### src/rtl/scan_seq_ctrl.sv
// scan_seq_ctrl: scan chain test sequencer.
// Shifts a pattern into the chain MSB first, runs CAPTURE_CYCLES functional
// clocks, shifts the response out, and presents it as a parallel word with a
// one-cycle done pulse. Every output is taken straight from a flop.
// Optional feature: define SCAN_SEQ_CMP_EN to latch expected_in at start and
// drive pass with the response compare. Without it, pass is tied low and
// expected_in is ignored.
// The response shifts through an internal register that is cleared at start.
// The response port loads only on DONE entry, so an aborted run leaves the
// previous response and pass visible.
module scan_seq_ctrl #(
  parameter int CHAIN_LEN      = 8,
  parameter int CAPTURE_CYCLES = 1
) (
  input  logic                 clk,
  input  logic                 rst_n,
  input  logic                 start,
  input  logic                 abort,
  input  logic [CHAIN_LEN-1:0] pattern_in,
  input  logic [CHAIN_LEN-1:0] expected_in,
  input  logic                 chain_so,
  output logic                 scan_en,
  output logic                 scan_in,
  output logic                 busy,
  output logic                 done,
  output logic [CHAIN_LEN-1:0] response,
  output logic                 pass
);

  localparam int CNT_W = $clog2(CHAIN_LEN + 1);
  localparam logic [CNT_W-1:0] LEN_LOAD = CNT_W'(CHAIN_LEN - 1);
  localparam logic [CNT_W-1:0] CAP_LOAD = CNT_W'(CAPTURE_CYCLES - 1);

  typedef enum logic [2:0] {
    IDLE,
    SHIFT_IN,
    CAPTURE,
    SHIFT_OUT,
    DONE
  } state_t;

  state_t               state_q, state_d;
  logic [CNT_W-1:0]     cnt_q, cnt_d;
  logic [CHAIN_LEN-1:0] pat_q, pat_d;
  logic [CHAIN_LEN-1:0] resp_sh_q, resp_sh_d;
  logic [CHAIN_LEN-1:0] response_q, response_d;
  logic                 scan_en_q, scan_en_d;
  logic                 scan_in_q, scan_in_d;
  logic                 busy_q, busy_d;
  logic                 done_q, done_d;

`ifdef SCAN_SEQ_CMP_EN
  logic [CHAIN_LEN-1:0] exp_q, exp_d;
  logic                 pass_q, pass_d;
`else
  // Intentionally ignored input when the compare feature is compiled out.
  logic                 expected_unused;
  assign expected_unused = ^expected_in;
`endif

  // Next-state, shared down-counter, data shifting and registered-output decode.
  always_comb begin
    state_d    = state_q;
    cnt_d      = cnt_q;
    pat_d      = pat_q;
    resp_sh_d  = resp_sh_q;
    response_d = response_q;
`ifdef SCAN_SEQ_CMP_EN
    exp_d      = exp_q;
    pass_d     = pass_q;
`endif

    case (state_q)
      IDLE: begin
        // abort together with start keeps the sequencer idle.
        if (start && !abort) begin
          state_d   = SHIFT_IN;
          cnt_d     = LEN_LOAD;
          pat_d     = pattern_in;
          resp_sh_d = '0;
`ifdef SCAN_SEQ_CMP_EN
          exp_d     = expected_in;
`endif
        end
      end
      SHIFT_IN: begin
        if (cnt_q == '0) begin
          state_d = CAPTURE;
          cnt_d   = CAP_LOAD;
        end else begin
          cnt_d = cnt_q - 1'b1;
          pat_d = pat_q << 1;
        end
      end
      CAPTURE: begin
        if (cnt_q == '0) begin
          state_d = SHIFT_OUT;
          cnt_d   = LEN_LOAD;
        end else begin
          cnt_d = cnt_q - 1'b1;
        end
      end
      SHIFT_OUT: begin
        resp_sh_d = {resp_sh_q[CHAIN_LEN-2:0], chain_so};
        if (cnt_q == '0) begin
          state_d    = DONE;
          cnt_d      = '0;
          response_d = resp_sh_d;
`ifdef SCAN_SEQ_CMP_EN
          pass_d     = (resp_sh_d == exp_q);
`endif
        end else begin
          cnt_d = cnt_q - 1'b1;
        end
      end
      DONE: begin
        state_d = IDLE;
        cnt_d   = '0;
      end
      default: begin
        state_d = IDLE;
        cnt_d   = '0;
      end
    endcase

    // Abort overrides the normal transition and freezes the result registers.
    if (abort && (state_q != IDLE)) begin
      state_d    = IDLE;
      cnt_d      = '0;
      resp_sh_d  = resp_sh_q;
      response_d = response_q;
`ifdef SCAN_SEQ_CMP_EN
      pass_d     = pass_q;
`endif
    end

    // Outputs are decoded from the next state so they register with it.
    scan_en_d = (state_d == SHIFT_IN) || (state_d == SHIFT_OUT);
    scan_in_d = (state_d == SHIFT_IN) ? pat_d[CHAIN_LEN-1] : 1'b0;
    busy_d    = (state_d != IDLE);
    done_d    = (state_d == DONE);
  end

  // Control state and registered outputs, cleared by the asynchronous reset.
  always_ff @(posedge clk or negedge rst_n) begin
    if (!rst_n) begin
      state_q    <= IDLE;
      cnt_q      <= '0;
      response_q <= '0;
      scan_en_q  <= 1'b0;
      scan_in_q  <= 1'b0;
      busy_q     <= 1'b0;
      done_q     <= 1'b0;
    end else begin
      state_q    <= state_d;
      cnt_q      <= cnt_d;
      response_q <= response_d;
      scan_en_q  <= scan_en_d;
      scan_in_q  <= scan_in_d;
      busy_q     <= busy_d;
      done_q     <= done_d;
    end
  end

  // Pattern and response shift registers; always reloaded at start, so no reset.
  always_ff @(posedge clk) begin
    pat_q     <= pat_d;
    resp_sh_q <= resp_sh_d;
  end

`ifdef SCAN_SEQ_CMP_EN
  // Compare result is visible outside, so it resets; the expected word does not.
  always_ff @(posedge clk or negedge rst_n) begin
    if (!rst_n) begin
      pass_q <= 1'b0;
    end else begin
      pass_q <= pass_d;
    end
  end

  // Expected word latched at start.
  always_ff @(posedge clk) begin
    exp_q <= exp_d;
  end

  assign pass = pass_q;
`else
  assign pass = 1'b0;
`endif

  assign scan_en  = scan_en_q;
  assign scan_in  = scan_in_q;
  assign busy     = busy_q;
  assign done     = done_q;
  assign response = response_q;

endmodule
### config.mk
export PLATFORM = sky130hd
export DESIGN_NAME = scan_seq_ctrl
export DESIGN_NICKNAME = d
export VERILOG_FILES = /design/src/rtl/scan_seq_ctrl.sv
export SDC_FILE = /design/constraint.sdc
export NUM_CORES = 1
export LEC_CHECK = 0
export CAP_MARGIN = 15
export CORE_UTILIZATION = 40
export CTS_BUF_LIST = sky130_fd_sc_hd__clkbuf_8
export DETAILED_ROUTE_END_ITERATION = 6
export GPL_TIMING_DRIVEN = 0
export PLACE_DENSITY = 0.69
export SYNTH_ARGS = -nofsm -noshare
export SYNTH_HDL_FRONTEND = slang
export SYNTH_SLANG_ARGS = --single-unit
### constraint.sdc
create_clock -name clk -period 5.5 [get_ports clk]
set_clock_uncertainty 0.05 [all_clocks]
set_input_delay 1.1 -clock clk [delete_from_list [all_inputs] [get_ports clk]]
set_output_delay 1.1 -clock clk [all_outputs]
set_load 0.03 [all_outputs]
==> impl_metrics.toml <==
[place]
place_area_sq_um = 1770
place.gp.congestion = 0.869
port_buffers = 24
place_inst = 183
post-dp-hpwl_um = 1870
dpl_worst_slack_ps = 2340

[setup_path]
cp-end-kind = "register"
crit_type = "in -> reg"
start_kind = "primary input"
cp-startpoint = "start"
r2r_start = "cnt_q[0]"
path_max_fanout = 7
arrival_ps = 2800
required_ps = 5410

[route]
ant_nets = 0
drcViolationCount = 0
finalWirelength_um = 2660
vias = 999
wire_per_inst_um = 13.9
firstDrtPassIters = 4
drt_iter0_markers = 39
viasPerCell = 5.23

[global_routing]
overflow = 0
antenna_found_initial = 0
grt_pass1_vias = 1005
grt_max_degree = 20
grt.total_usage_pct = 15.8
grt_pass1_wl_um = 4650

[timing]
worstMarginPinSlew_ps = 862
rsz0062_at_grt = "no"
finalCritPeriodShare_pct = 52.6
setup_slack_ps = 2610
report.final.slew_viol_count = 0
worst_hold_slack_ps = 437
hold_viol = 0
clock.fmax_mhz = 346
period_needed_ps = 2890
relSlewSlack_pct = 42.4
setup_viol = 0
final.setup.tns_ps = 0

[cells_and_area]
instances_no_fill = 191
final_core_util_pct = 54.6
layout-drive-gt1-share_pct = 15.2
diodes = 0
layout_common_cells = "clkdlybuf4s50_1 (24), dfrtp_1 (19), edfxtp_1 (14)"
fin_area_sq_um = 1880
area.growth.synth_to_final_pct = 27.4
layout_commonest_cell = "clkdlybuf4s50_1"
nNetsFinal = 165

[synthesis]
ys_async_sr_fraction_pct = 57.6
syn_area_sq_um = 1480
netlist_instances = 113
ys.flop_type = "dfrtp_1"
post_synth.cell_area_avg_sq_um = 13.1
syn_nets = 134
synth_edf_count = 14
ys_seq_area_share_pct = 60.7
ys_ff_latch = 33
ys_types = 37
yosys_warnings = 0

[floorplan]
initial_core_util_pct = 42.9
fp.dieW_um = 62.8
die_y_um = 62.8
core_sq_um = 3440
io_pins = 34
die_area_sq_um = 3940
rows = 21

[clock_tree]
clock_latency_ps = 280
root_buffer = "clkbuf_8"
tritoncts = "yes"
cts_inserted_buffers = 5
clk_pin_slew_ps = 60
postCtsSetupRepairBufs = 0
cts.hold.buffers_added = 0
cts_resized = 0
cts_sinks = 33
htreeDepth = 2
cts_buffer_depth = 2

[power]
power_density_nw_per_um2 = 440
total_power_mw = 0.828
leakage_nw = 0.784
ir_worst_vdd_v = 0.000184

[hold_path]
min_from = "resp_sh_q[6]"
hold_class = "reg -> reg"

[status]
status = "complete, no violations"

[flow_run]
max_cap_violations = 0
-- worst paths after layout --
kind                                to  slack [ps]  depth (start not counted)
setup / recovery              pat_q[2]        2610                          5
hold / removal             response[7]         440                          1
setup reg to reg              pat_q[2]        3420                          5
hold reg to reg            response[7]         440                          1
max in group asynchronous     cnt_q[2]        3610                          1
min in group asynchronous         busy        1260                          1
-- layer usage --
metal  vias to the layer above  track usage, %  share of wire [%]
li1                        472               -                  -
met1                       491            18.6                 45
met2                        28            25.5                 49
met3                         8            4.56                4.3
met4                         0            9.01                2.5
met5                         -               0                  0
-- kinds of logic after synthesis --
kind of cell | after synthesis | share of synthesized area, %
mux | 9 | 8.81
flops | 33 | 60.7
other cells | 1 | 0.254
buf+inv | 11 | 4.15
simple gates | 37 | 14.7
compound gates | 21 | 10.8
xor+xnor | 1 | 0.593
-- registers in the layout, indices dropped and copies added, names as in the netlist --
name	flops
resp_sh_q	7
busy	1
pat_q	7
scan_en	1
cnt_q	4
done	1
state_q	3
scan_in	1
response	8
-- power breakdown --
| group | internal [mW] | total [mW] | switching (mW) |
|---|---|---|---|
| registers | 0.323 | 0.360 | 0.0375 |
| logic | 0.123 | 0.254 | 0.131 |
| clock network | 0.132 | 0.214 | 0.0823 |
-- Yosys cell counts (2+ instances only) --
cell,count,share of area (%)
inv_1,2,0.51
a21oi_1,2,0.68
dfrtp_1,19,32
clkbuf_1,5,1.3
a211oi_1,2,1.0
and2_1,8,3.4
nor3_1,5,1.7
mux2_4,8,8.1
and3_1,2,0.85
nand2_1,3,0.76
edfxtp_1,14,28
or3_1,2,0.85
o21ai_0,4,1.4
nor2_1,6,1.5
a22o_1,6,3.6
buf_6,2,1.5
nor3b_1,2,1.0
or2_2,2,0.85
-- worst max-delay path: stages --
cell and delay [ps]:
clkdlybuf4s50_1 570, nor2b_1 390, and2_1 180, clkbuf_1 230
or2_1 330
-- area by class of cell --
type / count / area, sq um
Sequential cell: 33 / 896
Multi-Input combinational cell: 69 / 519
Buffer: 9 / 53.8
Tap cell: 46 / 57.6
Timing Repair Buffer: 24 / 240
Clock inverter: 3 / 37.5
Clock buffer: 5 / 68.8
Inverter: 2 / 7.51
Fill cell: 302 / 1560
No activity file was read; power rests on OpenSTA's default activity.
